===== src/rtl/lane_judge.sv =====
// Finger-Dancer hit judge: watches per-lane key rises against the armed note
// pattern, issues HIT/PERFECT/MISS pulses and keeps saturating score and combo.
module lane_judge #(
    parameter int WINDOW      = 16,
    parameter int PERFECT_WIN = 4
) (
    input  logic        C,
    input  logic        INIT,
    input  logic [3:0]  I,
    input  logic        NOTE_LD,
    input  logic [3:0]  NOTE,
    output logic        HIT,
    output logic        PERFECT,
    output logic        MISS,
    output logic        BUSY,
    output logic [11:0] SCORE,
    output logic [7:0]  COMBO,
    output logic        STATE_DBG
);

    typedef enum logic {IDLE = 1'b0, ARMED = 1'b1} state_e;

    state_e      state_q;
    logic [3:0]  prev_q, exp_q, got_q;
    logic [7:0]  t_q;
    logic        hit_q, perfect_q, miss_q, busy_q;
    logic [11:0] score_q;
    logic [7:0]  combo_q;

    logic [3:0]  rise, got_d;
    logic        wrong, judge_hit, judge_perfect, judge_miss, load;
    logic [12:0] score_sum;
    logic [11:0] score_d;
    logic [7:0]  combo_d;

    always_comb begin
        rise          = I & ~prev_q;
        got_d         = got_q | (rise & exp_q);
        wrong         = |(rise & ~exp_q);
        load          = NOTE_LD && (NOTE != 4'b0000);
        judge_hit     = (state_q == ARMED) && !wrong && (got_d == exp_q);
        // A reload while armed forces a verdict on the old note this cycle.
        judge_miss    = (state_q == ARMED) && !judge_hit &&
                        (wrong || NOTE_LD || (t_q == 8'(WINDOW - 1)));
        judge_perfect = judge_hit && (t_q < 8'(PERFECT_WIN));
        score_sum     = {1'b0, score_q} + (judge_perfect ? 13'd2 : 13'd1);
        score_d       = score_q;
        combo_d       = combo_q;
        if (judge_hit) begin
            score_d = score_sum[12] ? 12'hFFF : score_sum[11:0];
            combo_d = (combo_q == 8'hFF) ? combo_q : combo_q + 8'd1;
        end else if (judge_miss) begin
            combo_d = 8'd0;
        end
    end

    always_ff @(posedge C) begin
        if (INIT) begin
            state_q   <= IDLE;
            prev_q    <= 4'b0000;
            exp_q     <= 4'b0000;
            got_q     <= 4'b0000;
            t_q       <= 8'd0;
            hit_q     <= 1'b0;
            perfect_q <= 1'b0;
            miss_q    <= 1'b0;
            busy_q    <= 1'b0;
            score_q   <= 12'd0;
            combo_q   <= 8'd0;
        end else begin
            prev_q    <= I;
            hit_q     <= judge_hit;
            perfect_q <= judge_perfect;
            miss_q    <= judge_miss;
            score_q   <= score_d;
            combo_q   <= combo_d;
            case (state_q)
                IDLE: begin
                    if (load) begin
                        exp_q   <= NOTE;
                        got_q   <= 4'b0000;
                        t_q     <= 8'd0;
                        state_q <= ARMED;
                        busy_q  <= 1'b1;
                    end
                end
                ARMED: begin
                    if (judge_hit || judge_miss) begin
                        if (load) begin
                            exp_q <= NOTE;
                            got_q <= 4'b0000;
                            t_q   <= 8'd0;
                        end else begin
                            state_q <= IDLE;
                            busy_q  <= 1'b0;
                        end
                    end else begin
                        got_q <= got_d;
                        t_q   <= t_q + 8'd1;
                    end
                end
                default: begin
                    state_q <= IDLE;
                    busy_q  <= 1'b0;
                end
            endcase
        end
    end

    assign HIT       = hit_q;
    assign PERFECT   = perfect_q;
    assign MISS      = miss_q;
    assign BUSY      = busy_q;
    assign SCORE     = score_q;
    assign COMBO     = combo_q;
    assign STATE_DBG = (state_q == ARMED);

endmodule


===== config.mk =====
export PLATFORM = sky130hd
export DESIGN_NAME = lane_judge
export DESIGN_NICKNAME = d
export VERILOG_FILES = /design/src/rtl/lane_judge.sv
export SDC_FILE = /design/constraint.sdc
export NUM_CORES = 1
export LEC_CHECK = 0
export ABC_AREA = 1
export CORE_UTILIZATION = 30
export DETAILED_ROUTE_END_ITERATION = 10
export SLEW_MARGIN = 40
export SYNTH_ARGS = -nofsm -noshare
export SYNTH_HDL_FRONTEND = slang
export SYNTH_SLANG_ARGS = --single-unit

===== constraint.sdc =====
create_clock -name C -period 2.86 [get_ports C]
set_input_delay 0.572 -clock C [delete_from_list [all_inputs] [get_ports C]]
set_output_delay 0.572 -clock C [all_outputs]
set_load 0.01 [all_outputs]

# Yosys cells after proc, flatten, opt, wreduce, memory -nomap -nowiden
# Cells that the tools add are included.
# op_classes
muxes	21
order_cmp	1
n_bitwise	7
n_reduce_logical	16
eq_ne	7
addsub	3
# ops
op	count
2-to-1 mux 8 bit	5
adder 8 x 1 -> 8 bit (second input constant)	2
2-to-1 mux 4 bit	4
case mux 4 bit (2 select lines)	2
case mux 8 bit (2 select lines)	1
adder 12 x 2 -> 13 bit	1
bitwise AND 4 bit	3
2-to-1 mux 12 bit	1
equality test 8 x 4 -> 1 bit (second input constant)	1
equality test 8 bit (second input constant)	1
< comparator 8 x 3 -> 1 bit (second input constant)	1
inverter 4 bit	2
logical AND 1 bit	6
!= test 2 bit (second input constant)	3
2-to-1 mux 1 bit	5
equality test 4 bit	1
bitwise OR 4 bit	1
case mux 1 bit (2 select lines)	2
nonzero test 4 bit	1
OR reduction 4 bit	1
logical OR 1 bit	3
AND reduction 3 bit	1
zero test 1 bit	2
2-to-1 mux 2 bit	1
other kinds (4)	4
# totals
regBits	45

# Depth between registers and ports, before layout
# Gate-level depths: netlist (run 1).
# depth
depth_word	13
depth_mapped	20
depth_no_buf	19

# Least setup slack after synthesis (run 1)
# Ideal clock, no wire load.
# synth_path
path_kind	input to register
startpoint	in I[1]
endpoint	reg score_q[2] (netlist: SCORE[2])
path_slack_ns	0.081
n_path_buf	1
stages	18
arrival_ns	2.709
setup_time_ns	0.070
t_required_ns	2.790
cell_sequence	nand2_1 -> nand2_1 -> nand2_1 -> nand2_1 -> nand4_4 -> buf_2 -> nor2_1 -> inv_1 -> ha_1 -> inv_1 -> fa_1 -> inv_1 -> nand3_1 -> inv_1 -> nand3_1 -> inv_2 -> o21ai_0 -> a21oi_1
# synth_between
elab_chain_cells	10
elab_cells_between_ends	13
cone_classes	add/sub: 1; eq/ne: 1; mux: 2; bitwise: 4; reduce/logical: 5
# synth_lines
item	line_no	source
from (decl)	9	input logic [3:0] I,
bitwise AND 4 bit (*)	37	rise = I & ~prev_q;
bitwise AND 4 bit	39	wrong = |(rise & ~exp_q);
OR reduction 4 bit	39	
zero test 1 bit	41	judge_hit = (state_q == ARMED) && !wrong && (got_d == exp_q);
logical AND 1 bit	41	
logical AND 1 bit (*)	41	
logical AND 1 bit (*)	45	judge_perfect = judge_hit && (t_q < 8'(PERFECT_WIN));
via judge_perfect	31	logic wrong, judge_hit, judge_perfect, judge_miss, load;
2-to-1 mux 2 bit (*)	46	score_sum = {1'b0, score_q} + (judge_perfect ? 13'd2 : 13'd1);
adder 12 x 2 -> 13 bit (*)	46	
2-to-1 mux 12 bit (*)	50	score_d = score_sum[12] ? 12'hFFF : score_sum[11:0];
to (signal assigned)	75	score_q <= score_d;
to (decl)	27	logic [11:0] score_q;
# The timed path passes the listed nets; every way through them passes the cells marked *.
# A chain may end at the register's enable or synchronous reset.

# Final worst setup path (run 1)
# layout_path
startpoint	in I[3]
endpoint	reg score_q[0] (netlist: SCORE[0])
# Same word-level chain as after synthesis.

==> results.py, run 1 <==
metrics = {
    "outcome": {
        "status": "complete, no violations",
    },
    "critical_path": {
        "crit_end": "SCORE[0]$_SDFFE_PP0P_",
        "cp-startpoint": "I[3]",
        "crit_cells": 19,
        "crit_path_cell_trace": "clkdlybuf4s50_1, nand2_1, nand3_2, nand2_2, nor2_2, nand4_4, nor2_2, inv_2, ha_2, inv_1, fa_2, inv_2, nand3_2, inv_2, nand3_1, buf_4, inv_2, o21ai_0, a21oi_1",
        "cp-end-kind": "flop",
        "cp_slowest_stage_delay_ps": 500,
        "required_ps": 3040,
        "path_delay_family": "buffers and inverters",
        "reg2reg_from": "prev_q[2]$_SDFF_PP0_",
        "criticalPathCategory": "input port to flop",
        "reg2regPathDepth": 19,
        "critical_path_buf_inv_count": 7,
        "cpMostUsedCell": "inv_2",
        "cp_max_fo": 5,
        "r2r_slack_ps": 560,
        "critical_path_arrival_ps": 2810,
        "critPathLaunchType": "input port",
        "critPathSlowestCell": "clkdlybuf4s50_1",
        "timing.rr.end": "SCORE[4]$_SDFFE_PP0P_",
    },
    "synthesis": {
        "syn_nets": 418,
        "netlist_top_cells_area": "dfxtp_1, nand2_1, nand3_1, inv_1, a21oi_1",
        "synth_common_cells": "nand2_1, nand3_1, inv_1",
        "yosysTopAreaCellShare": 0.335,
        "syn_area_um2": 2690,
        "synthMostInstantiatedCell": "nand2_1",
        "synth_edf_count": 0,
        "async_flop_share": 0,
        "ys.flop_type": "dfxtp_1",
        "syn_area_per_cell_um2": 6.69,
        "yosysUniqueCellTypes": 37,
        "syn_inst": 402,
        "yosysSeqAreaShare": 0.335,
        "yosys.area.top_type": "dfxtp_1",
        "ys.warnings.count": 0,
        "yosys_register_bits": 45,
    },
    "cts": {
        "tritoncts": "done",
        "cts_root_buf": "clkbuf_8",
        "clk_pin_slew_ps": 80,
        "clock_path_buffers": 2,
        "clock_latency_ps": 300,
        "cts_sinks": 45,
        "htreeDepth": 2,
        "cts-buffers-inserted": 5,
        "hold_buffers": 0,
    },
    "timing": {
        "clock.fmax_mhz": 379,
        "slew_violations": 0,
        "layout_min_cycle_time_ps": 2640,
        "setup_viol": 0,
        "hold_violations": 0,
        "slew_headroom": 0.733,
        "finalSetupTns_ps": 0,
        "tightestPinTransition_ps": 401,
        "grt_setup_unrepaired": "no",
        "finalCritPeriodShare": 0.923,
        "postLayoutSetupSlackWorst_ps": 221,
        "worst_clock_skew_ps": 3.87,
    },
    "layout": {
        "num-nets-final": 468,
        "postLayoutCoreUtil": 0.389,
        "antennaDiodeCount": 0,
        "drive_gt1_frac": 0.137,
        "synthToLayoutAreaGrowth_pct": 25.5,
    },
    "placed_design": {
        "portBuffers": 35,
        "hpwl_mm": 4.71,
        "gp_congestion": 0.896,
        "place_ws_ps": -303,
    },
    "floorplan": {
        "rows": 34,
        "die_area_um2": 9350,
        "die_y_um": 96.7,
        "initial_core_util": 0.310,
        "num_io_pins": 36,
        "die_width_um": 96.7,
        "coreArea_um2": 8680,
    },
    "routing": {
        "vias_per_cell": 4.70,
        "ant_nets": 0,
        "drtPass1Iterations": 4,
        "dr.first_iter.drc_count": 54,
        "drc": 0,
        "wl_mm": 6.40,
        "via_count": 2639,
        "post_drt_wl_per_cell_um": 11.4,
    },
    "min_path": {
        "worstHoldPathType": "flop to flop",
    },
    "pwr": {
        "power.density_nw_per_um2": 380,
        "ir_drop_mv": 0.181,
        "p_leak_nw": 1.48,
    },
    "global_routing": {
        "overflow": 0,
        "grt_pass1_vias": 2446,
        "grt_pass1_wl_mm": 11.0,
        "grt.total_usage": 0.141,
        "grt_antenna_before_repair": 0,
        "grt_max_degree": 36,
    },
    "job": {
        "cap_violations": 0,
    },
}
## logic make-up after synthesis
family,count (synthesis),synth area share
flops,45,0.335
simple gates,206,0.363
xor+xnor,12,0.0391
buf+inv,71,0.112
fa+ha+maj,5,0.0261
compound gates,63,0.125
## state kept, by name, indices dropped and copies added, names as in the netlist
signal and cells:
BUSY 1, COMBO 8, HIT 1, MISS 1
PERFECT 1, SCORE 12, STATE_DBG 1, exp_q 4
got_q 4, prev_q 4, t_q 8
## worst min-delay path by stage
stage	slack (ps)	end	depth (start not counted)	start
floorplan	450	got_q[0]$_SDFF_PP0_	2	got_q[0]$_SDFF_PP0_
detailed placement	470	got_q[2]$_SDFF_PP0_	2	got_q[2]$_SDFF_PP0_
finish	490	got_q[3]$_SDFF_PP0_	2	got_q[3]$_SDFF_PP0_
CTS	480	got_q[0]$_SDFF_PP0_	2	got_q[0]$_SDFF_PP0_
global route	510	got_q[0]$_SDFF_PP0_	2	got_q[0]$_SDFF_PP0_
global placement	460	got_q[0]$_SDFF_PP0_	2	got_q[0]$_SDFF_PP0_
## timing repair
action | CTS | global route
resized for setup | 0 | 15
hold endpoints to repair | 0 | 0
setup buffers | 0 | 1
endpoints found under the setup margin | 0 | 12
## metal layers
metal / track usage / share of wire / wire, um
met4: 0.0436 / 0.011 / 72
met3: 0.0296 / 0.037 / 235
met5: 0 / 0 / 0
met1: 0.176 / 0.47 / 3020
met2: 0.244 / 0.48 / 3080
## report_power, final
group / switching, mW / total, mW / internal (mW) / leakage [nW]
sequential: 0.0131 / 0.657 / 0.644 / 0.366
combinational: 0.116 / 0.188 / 0.0725 / 1.06
clock: 0.220 / 0.438 / 0.219 / 0.0542
## cells in the final DEF (no fill, tap or decap), types with 2 or more instances in the layout
master / count
xor2_1: 7
inv_1: 48
o21ai_0: 21
nand2_4: 3
buf_4: 19
nand4_1: 4
nor3_1: 9
clkbuf_8: 7
nor2_1: 23
nor2_2: 2
nand2_1: 96
a21oi_1: 36
xnor2_1: 5
inv_2: 10
nand3_1: 50
nand2_2: 5
dfxtp_1: 45
clkinv_1: 2
dlymetal6s2s_1: 3
ha_1: 3
nand3_2: 4
or2_2: 2
clkdlybuf4s50_1: 32
## per-stage QoR
stage                     total power, mW  hold slack, ps  instances  area, um2
final                                1.28             485        561       3380
after global routing                 1.36             506        561       3380
after CTS                            1.30             485        560       3340
after detailed placement            0.859             471        552       3230
after global placement              0.855             465        552       3230
after floorplan                     0.795             455        402       2690
## worst register-to-register path, stage by stage, from the launching register on
cell     delay, ps
dfxtp_1        320
inv_1           40
nand2_1         80
nand3_1        100
nand2_1         90
inv_1           60
nand4_4         90
nor2_2          50
inv_2           70
ha_2           170
inv_1           50
fa_2           350
inv_2           70
nand3_2         70
inv_2           70
nand3_1        100
buf_4          170
inv_2           70
o21ai_0         80
a21oi_1        140
## area by class of cell
type | count | area, um2
Fill cell | 929 | 5300
Multi-Input combinational cell | 286 | 1510
Sequential cell | 45 | 901
Timing Repair Buffer | 54 | 500
Inverter | 60 | 225
Tap cell | 108 | 135
Clock buffer | 7 | 96.3
Clock inverter | 1 | 5.00
No activity file was read; power rests on OpenSTA's default activity.
==> inputs of run 2 (changes only) <==
--- a/config.mk
+++ b/config.mk
@@ -6,8 +6,9 @@
 export NUM_CORES = 1
 export LEC_CHECK = 0
 export ABC_AREA = 1
-export CORE_UTILIZATION = 30
+export CORE_UTILIZATION = 50
 export DETAILED_ROUTE_END_ITERATION = 10
+export PLACE_DENSITY_LB_ADDON = 0.15
 export SLEW_MARGIN = 40
 export SYNTH_ARGS = -nofsm -noshare
 export SYNTH_HDL_FRONTEND = slang
==> results.py, run 2 (synthesis results as in run 1) <==
metrics = {
    "critical_path": {
        "cp-end-kind": "flop",
        "critPathSlowestCell": "fa_2",
        "criticalPathCategory": "input port to flop",
        "cp_max_fo": 5,
        "critical_path_arrival_ps": 2620,
        "critPathLaunchType": "input port",
        "path_delay_family": "buffers and inverters",
        "reg2reg_from": "prev_q[2]$_SDFF_PP0_",
        "timing.rr.end": "SCORE[4]$_SDFFE_PP0P_",
        "r2r_slack_ps": 550,
        "reg2regPathDepth": 19,
        "crit_path_cell_trace": "dlymetal6s2s_1, nand2_2, nand2_1, nand2_1, nand2_1, nand4_4, nor2_4, inv_2, ha_2, inv_1, fa_2, inv_1, nand3_1, inv_1, nand3_1, buf_4, inv_2, o21ai_0, a21oi_1",
        "required_ps": 3090,
        "cp_slowest_stage_delay_ps": 340,
        "critical_path_buf_inv_count": 7,
    },
    "pwr": {
        "power.density_nw_per_um2": 374,
        "ir_drop_mv": 0.250,
        "p_leak_nw": 1.48,
    },
    "timing": {
        "finalCritPeriodShare": 0.836,
        "layout_min_cycle_time_ps": 2390,
        "slew_headroom": 0.630,
        "clock.fmax_mhz": 418,
        "finalSetupTns_ps": 0,
        "tightestPinTransition_ps": 552,
        "setup_viol": 0,
        "worst_clock_skew_ps": 7.77,
        "postLayoutSetupSlackWorst_ps": 468,
        "hold_violations": 0,
        "slew_violations": 0,
        "grt_setup_unrepaired": "no",
    },
    "routing": {
        "vias_per_cell": 5.15,
        "ant_nets": 0,
        "wl_mm": 6.02,
        "via_count": 2677,
        "drtPass1Iterations": 4,
        "drc": 0,
        "post_drt_wl_per_cell_um": 11.6,
        "dr.first_iter.drc_count": 179,
    },
    "min_path": {
        "hold_end": "got_q[1]$_SDFF_PP0_",
        "worstHoldPathType": "flop to flop",
        "holdPathStages": 2,
        "worstHoldStart": "got_q[1]$_SDFF_PP0_",
    },
    "cts": {
        "htreeDepth": 2,
        "clock_latency_ps": 290,
        "cts-buffers-inserted": 5,
        "post_cts_buffers": 0,
        "clk_pin_slew_ps": 90,
        "clock_path_buffers": 2,
        "cts_sinks": 45,
        "tritoncts": "done",
        "cts_root_buf": "clkbuf_8",
    },
    "global_routing": {
        "gr-usage-met1": 0.300,
        "grt_antenna_before_repair": 0,
        "grt_max_degree": 26,
        "busiest_layer": "met2",
        "use_met2": 0.405,
        "overflow": 0,
        "grt_pass1_wl_mm": 10.5,
        "grtUsageMet3": 0.0344,
        "grt_pass1_vias": 2427,
        "grt.total_usage": 0.235,
    },
    "job": {
        "cap_violations": 0,
    },
    "layout": {
        "antennaDiodeCount": 0,
        "num-nets-final": 465,
        "layout_commonest_cell": "nand2_1",
        "synthToLayoutAreaGrowth_pct": 22.8,
        "drive_gt1_frac": 0.127,
        "mostFrequentLayoutCells": "nand2_1, nand3_1, inv_1",
        "largest_register_ffs": 12,
    },
    "floorplan": {
        "rows": 26,
        "die_area_um2": 5670,
        "num_io_pins": 36,
        "coreArea_um2": 5140,
        "initial_core_util": 0.523,
        "die_width_um": 75.3,
        "die_y_um": 75.3,
    },
    "placed_design": {
        "place_ws_ps": -256,
        "gp_congestion": 0.879,
        "portBuffers": 35,
        "hpwl_mm": 4.41,
    },
    "outcome": {
        "status": "complete, no violations",
    },
}
## run 2: changes by cell type in the layout (fill, tap and decap cells not counted), moves of 2 or more
cell,before,now
buf_4,19,16
clkbuf_8,7,5
inv_1,48,50
inv_2,10,8
nor2_2,2,0
nor2_4,1,3
## run 2: worst max path at each step
stage / from / endpoint / slack (ps) / depth (start not counted)
6_report: I[1] / SCORE[4]$_SDFFE_PP0P_ / 470 / 19
5_1_grt: I[2] / SCORE[3]$_SDFFE_PP0P_ / 230 / 19
4_1_cts: I[3] / SCORE[3]$_SDFFE_PP0P_ / 50 / 17
3_5_place_dp: I[1] / SCORE[3]$_SDFFE_PP0P_ / -260 / 19
3_3_place_gp: I[1] / SCORE[8]$_SDFFE_PP0P_ / -190 / 19
2_1_floorplan: I[1] / SCORE[2]$_SDFFE_PP0P_ / 80 / 18
## run 2: final cells by class
cell class                 instances  area, um2
tap                               70       87.6
multi-input combinational        286       1520
inverter                          60        225
timing repair buffer              51        480
clock buffer                       5       68.8
clock inverter                     3       17.5
sequential                        45        901
fill                             523       1840
## run 2: metal layers
layer	routed length, um	vias up	share of wire
met5	0	-	0
met4	65	0	0.011
met3	154	9	0.026
met2	2900	51	0.48
met1	2900	1228	0.48
li1	-	1389	-
## run 2: what timing repair did
action	in CTS	in global routing
hold endpoints to repair	0	0
endpoints found under the setup margin	0	12
gates resized for setup	0	17
hold buffers	0	0
## run 2: tightest hold or removal path, stage by stage (launching register included)
cell     delay, ps
dfxtp_1        330
nand2_1         70
a21oi_1         60
## run 2: through the flow
step | power (mW) | utilization | area (um2) | hold WS (ps) | std cells
after global routing | 1.30 | 0.642 | 3300 | 523 | 520
after global placement | 0.850 | 0.617 | 3170 | 468 | 512
after floorplan | 0.795 | - | 2690 | 455 | 402
after CTS | 1.24 | 0.634 | 3260 | 492 | 520
final | 1.23 | 0.642 | 3300 | 493 | 520
after detailed placement | 0.853 | 0.617 | 3170 | 479 | 512
## run 2: report_power, final
group / internal, mW / switching (mW)
Sequential: 0.644 / 0.0126
Combinational: 0.0709 / 0.116
Clock: 0.169 / 0.223
Total: 0.883 / 0.351
==> inputs of run 3 (changes only) <==
==> constraint.sdc (replaced) <==
create_clock -name C -period 2 [get_ports C]
set_input_delay 0.4 -clock C [delete_from_list [all_inputs] [get_ports C]]
set_output_delay 0.4 -clock C [all_outputs]
set_load 0.01 [all_outputs]
==> results.py, run 3 (synthesis results as in run 1) <==
metrics = {
    "outcome": {
        "status": "complete, but fails checks",
        "violations": "setup timing",
    },
    "cts": {
        "clock_path_buffers": 2,
        "clock_latency_ps": 300,
        "cts_sinks": 45,
        "clk_pin_slew_ps": 80,
        "cts-buffers-inserted": 5,
        "cts_root_buf": "clkbuf_8",
        "htreeDepth": 2,
        "tritoncts": "done",
        "hold_buffers": 0,
    },
    "min_path": {
        "worstHoldPathType": "input port to flop",
    },
    "layout": {
        "mostFrequentLayoutCells": "nand2_1, nand3_1, buf_4",
        "layout_commonest_cell": "nand2_1",
        "num-nets-final": 493,
        "largest_register_ffs": 12,
        "synthToLayoutAreaGrowth_pct": 36.0,
        "antennaDiodeCount": 0,
        "drive_gt1_frac": 0.262,
        "fin_cells": 548,
    },
    "pwr": {
        "ir_drop_mv": 0.334,
        "power.density_nw_per_um2": 506,
        "p_seq_frac": 0.507,
        "p_int_mw": 1.33,
        "p_leak_nw": 1.62,
        "sw_frac_of_total": 0.283,
        "p_clk_frac": 0.298,
        "power.switching_uw": 523,
        "comb_power_share": 0.195,
    },
    "routing": {
        "post_drt_wl_per_cell_um": 12.3,
        "drtPass1Iterations": 4,
        "drc": 0,
        "ant_nets": 0,
        "via_count": 2837,
        "vias_per_cell": 5.18,
        "dr.first_iter.drc_count": 132,
        "wl_mm": 6.74,
    },
    "global_routing": {
        "grt_max_degree": 32,
        "gr-usage-met1": 0.299,
        "use_met2": 0.448,
        "busiest_layer": "met2",
        "grt.total_usage": 0.252,
        "grt_pass1_wl_mm": 11.0,
        "overflow": 0,
        "grt_antenna_before_repair": 0,
        "grt_pass1_vias": 2591,
        "grtUsageMet3": 0.0450,
    },
    "placed_design": {
        "hpwl_mm": 4.74,
        "place_inst": 531,
        "portBuffers": 35,
        "gp_congestion": 0.853,
    },
    "timing": {
        "tightestPinTransition_ps": 359,
        "grt_setup_unrepaired": "yes",
        "timing.hold.ws_ps": 326,
        "setup_viol": 12,
        "slew_headroom": 0.759,
        "layout_min_cycle_time_ps": 2240,
        "worst_clock_skew_ps": 5.40,
        "postLayoutSetupSlackWorst_ps": -243,
        "clock.fmax_mhz": 446,
        "finalSetupTns_ps": -2610,
        "hold_violations": 0,
        "slew_violations": 0,
        "finalCritPeriodShare": 1.12,
    },
    "critical_path": {
        "cp_max_fo": 8,
        "critPathLaunchType": "flop",
        "critPathSlowestCell": "fa_2",
        "crit_path_cell_trace": "inv_2, nand2_2, nand3_2, nand2_2, nor2_4, nand4_4, nor2_4, inv_2, fa_2, inv_2, nand3_2, inv_2, nand3_4, nand3_1, nand2_1, a21oi_1",
        "cpMostUsedCell": "inv_2",
        "required_ps": 2240,
        "cp_slowest_stage_delay_ps": 390,
        "critical_path_arrival_ps": 2480,
        "cp-end-kind": "flop",
        "criticalPathCategory": "flop to flop",
    },
    "job": {
        "cap_violations": 0,
    },
    "floorplan": {
        "die_y_um": 75.3,
        "coreArea_um2": 5140,
        "rows": 26,
        "initial_core_util": 0.523,
        "die_width_um": 75.3,
        "die_area_um2": 5670,
        "num_io_pins": 36,
    },
}
## run 3: cell count changes in the layout (fill, tap and decap cells not counted), sizes merged
cell	before	now
buf	16	44
clkbuf	5	7
clkdlybuf4s15	0	2
clkinvlp	1	0
dlygate4sd2	0	1
dlymetal6s2s	4	0
## run 3: layout make-up
| cell class | count | area (um2) |
|---|---|---|
| Timing Repair Buffer | 79 | 728 |
| Fill cell | 456 | 1480 |
| Multi-Input combinational cell | 286 | 1620 |
| Clock buffer | 6 | 72.6 |
| Tap cell | 70 | 87.6 |
| Sequential cell | 45 | 913 |
| Clock inverter | 2 | 10.0 |
| Inverter | 60 | 228 |
## run 3: power by group through the flow
stage | clock [mW] | combinational (mW) | sequential (mW)
2_1_floorplan | 0 | 0.186 | 0.960
3_3_place_gp | 0 | 0.326 | 0.954
3_5_place_dp | 0 | 0.332 | 0.955
4_1_cts | 0.564 | 0.338 | 0.935
5_1_grt | 0.603 | 0.396 | 0.942
6_report | 0.551 | 0.360 | 0.939
## run 3: metal layers
layer	vias up	routed length (um)
li1	1440	-
met2	51	3380
met3	14	228
met5	-	0
met4	0	115
met1	1332	3020
## run 3: final timing paths
kind | startpoint | endpoint | slack [ps] | cells past startpoint
setup reg to reg | prev_q[3]$_SDFF_PP0_ | SCORE[5]$_SDFFE_PP0P_ | -240 | 16
hold / removal | I[2] | prev_q[2]$_SDFF_PP0_ | 330 | 3
setup / recovery | prev_q[3]$_SDFF_PP0_ | SCORE[5]$_SDFFE_PP0P_ | -240 | 16
hold reg to reg | got_q[3]$_SDFF_PP0_ | got_q[3]$_SDFF_PP0_ | 500 | 2
## run 3: repair_timing
action | in CTS | in global routing
setup endpoints to repair | 12 | 12
pin swaps | 13 | 6
hold endpoints to repair | 0 | 0
setup buffers | 5 | 4
resized for setup | 11 | 35
## run 3: metrics by stage
stage / setup WS, ps / area, um2 / power [mW] / utilization
after CTS: -185 / 3550 / 1.84 / 0.691
after floorplan: -261 / 2750 / 1.15 / -
after global routing: -375 / 3660 / 1.94 / 0.711
final: -243 / 3660 / 1.85 / 0.711
after global placement: -681 / 3420 / 1.28 / 0.665
after detailed placement: -769 / 3420 / 1.29 / 0.665
## run 3: critical path, delay by kind of cell (launching register included)
kind | cells | cell delay [ps]
flops | 1 | 320
fa+ha+maj | 1 | 390
compound gates | 1 | 110
simple gates | 10 | 1040
buf+inv | 4 | 320
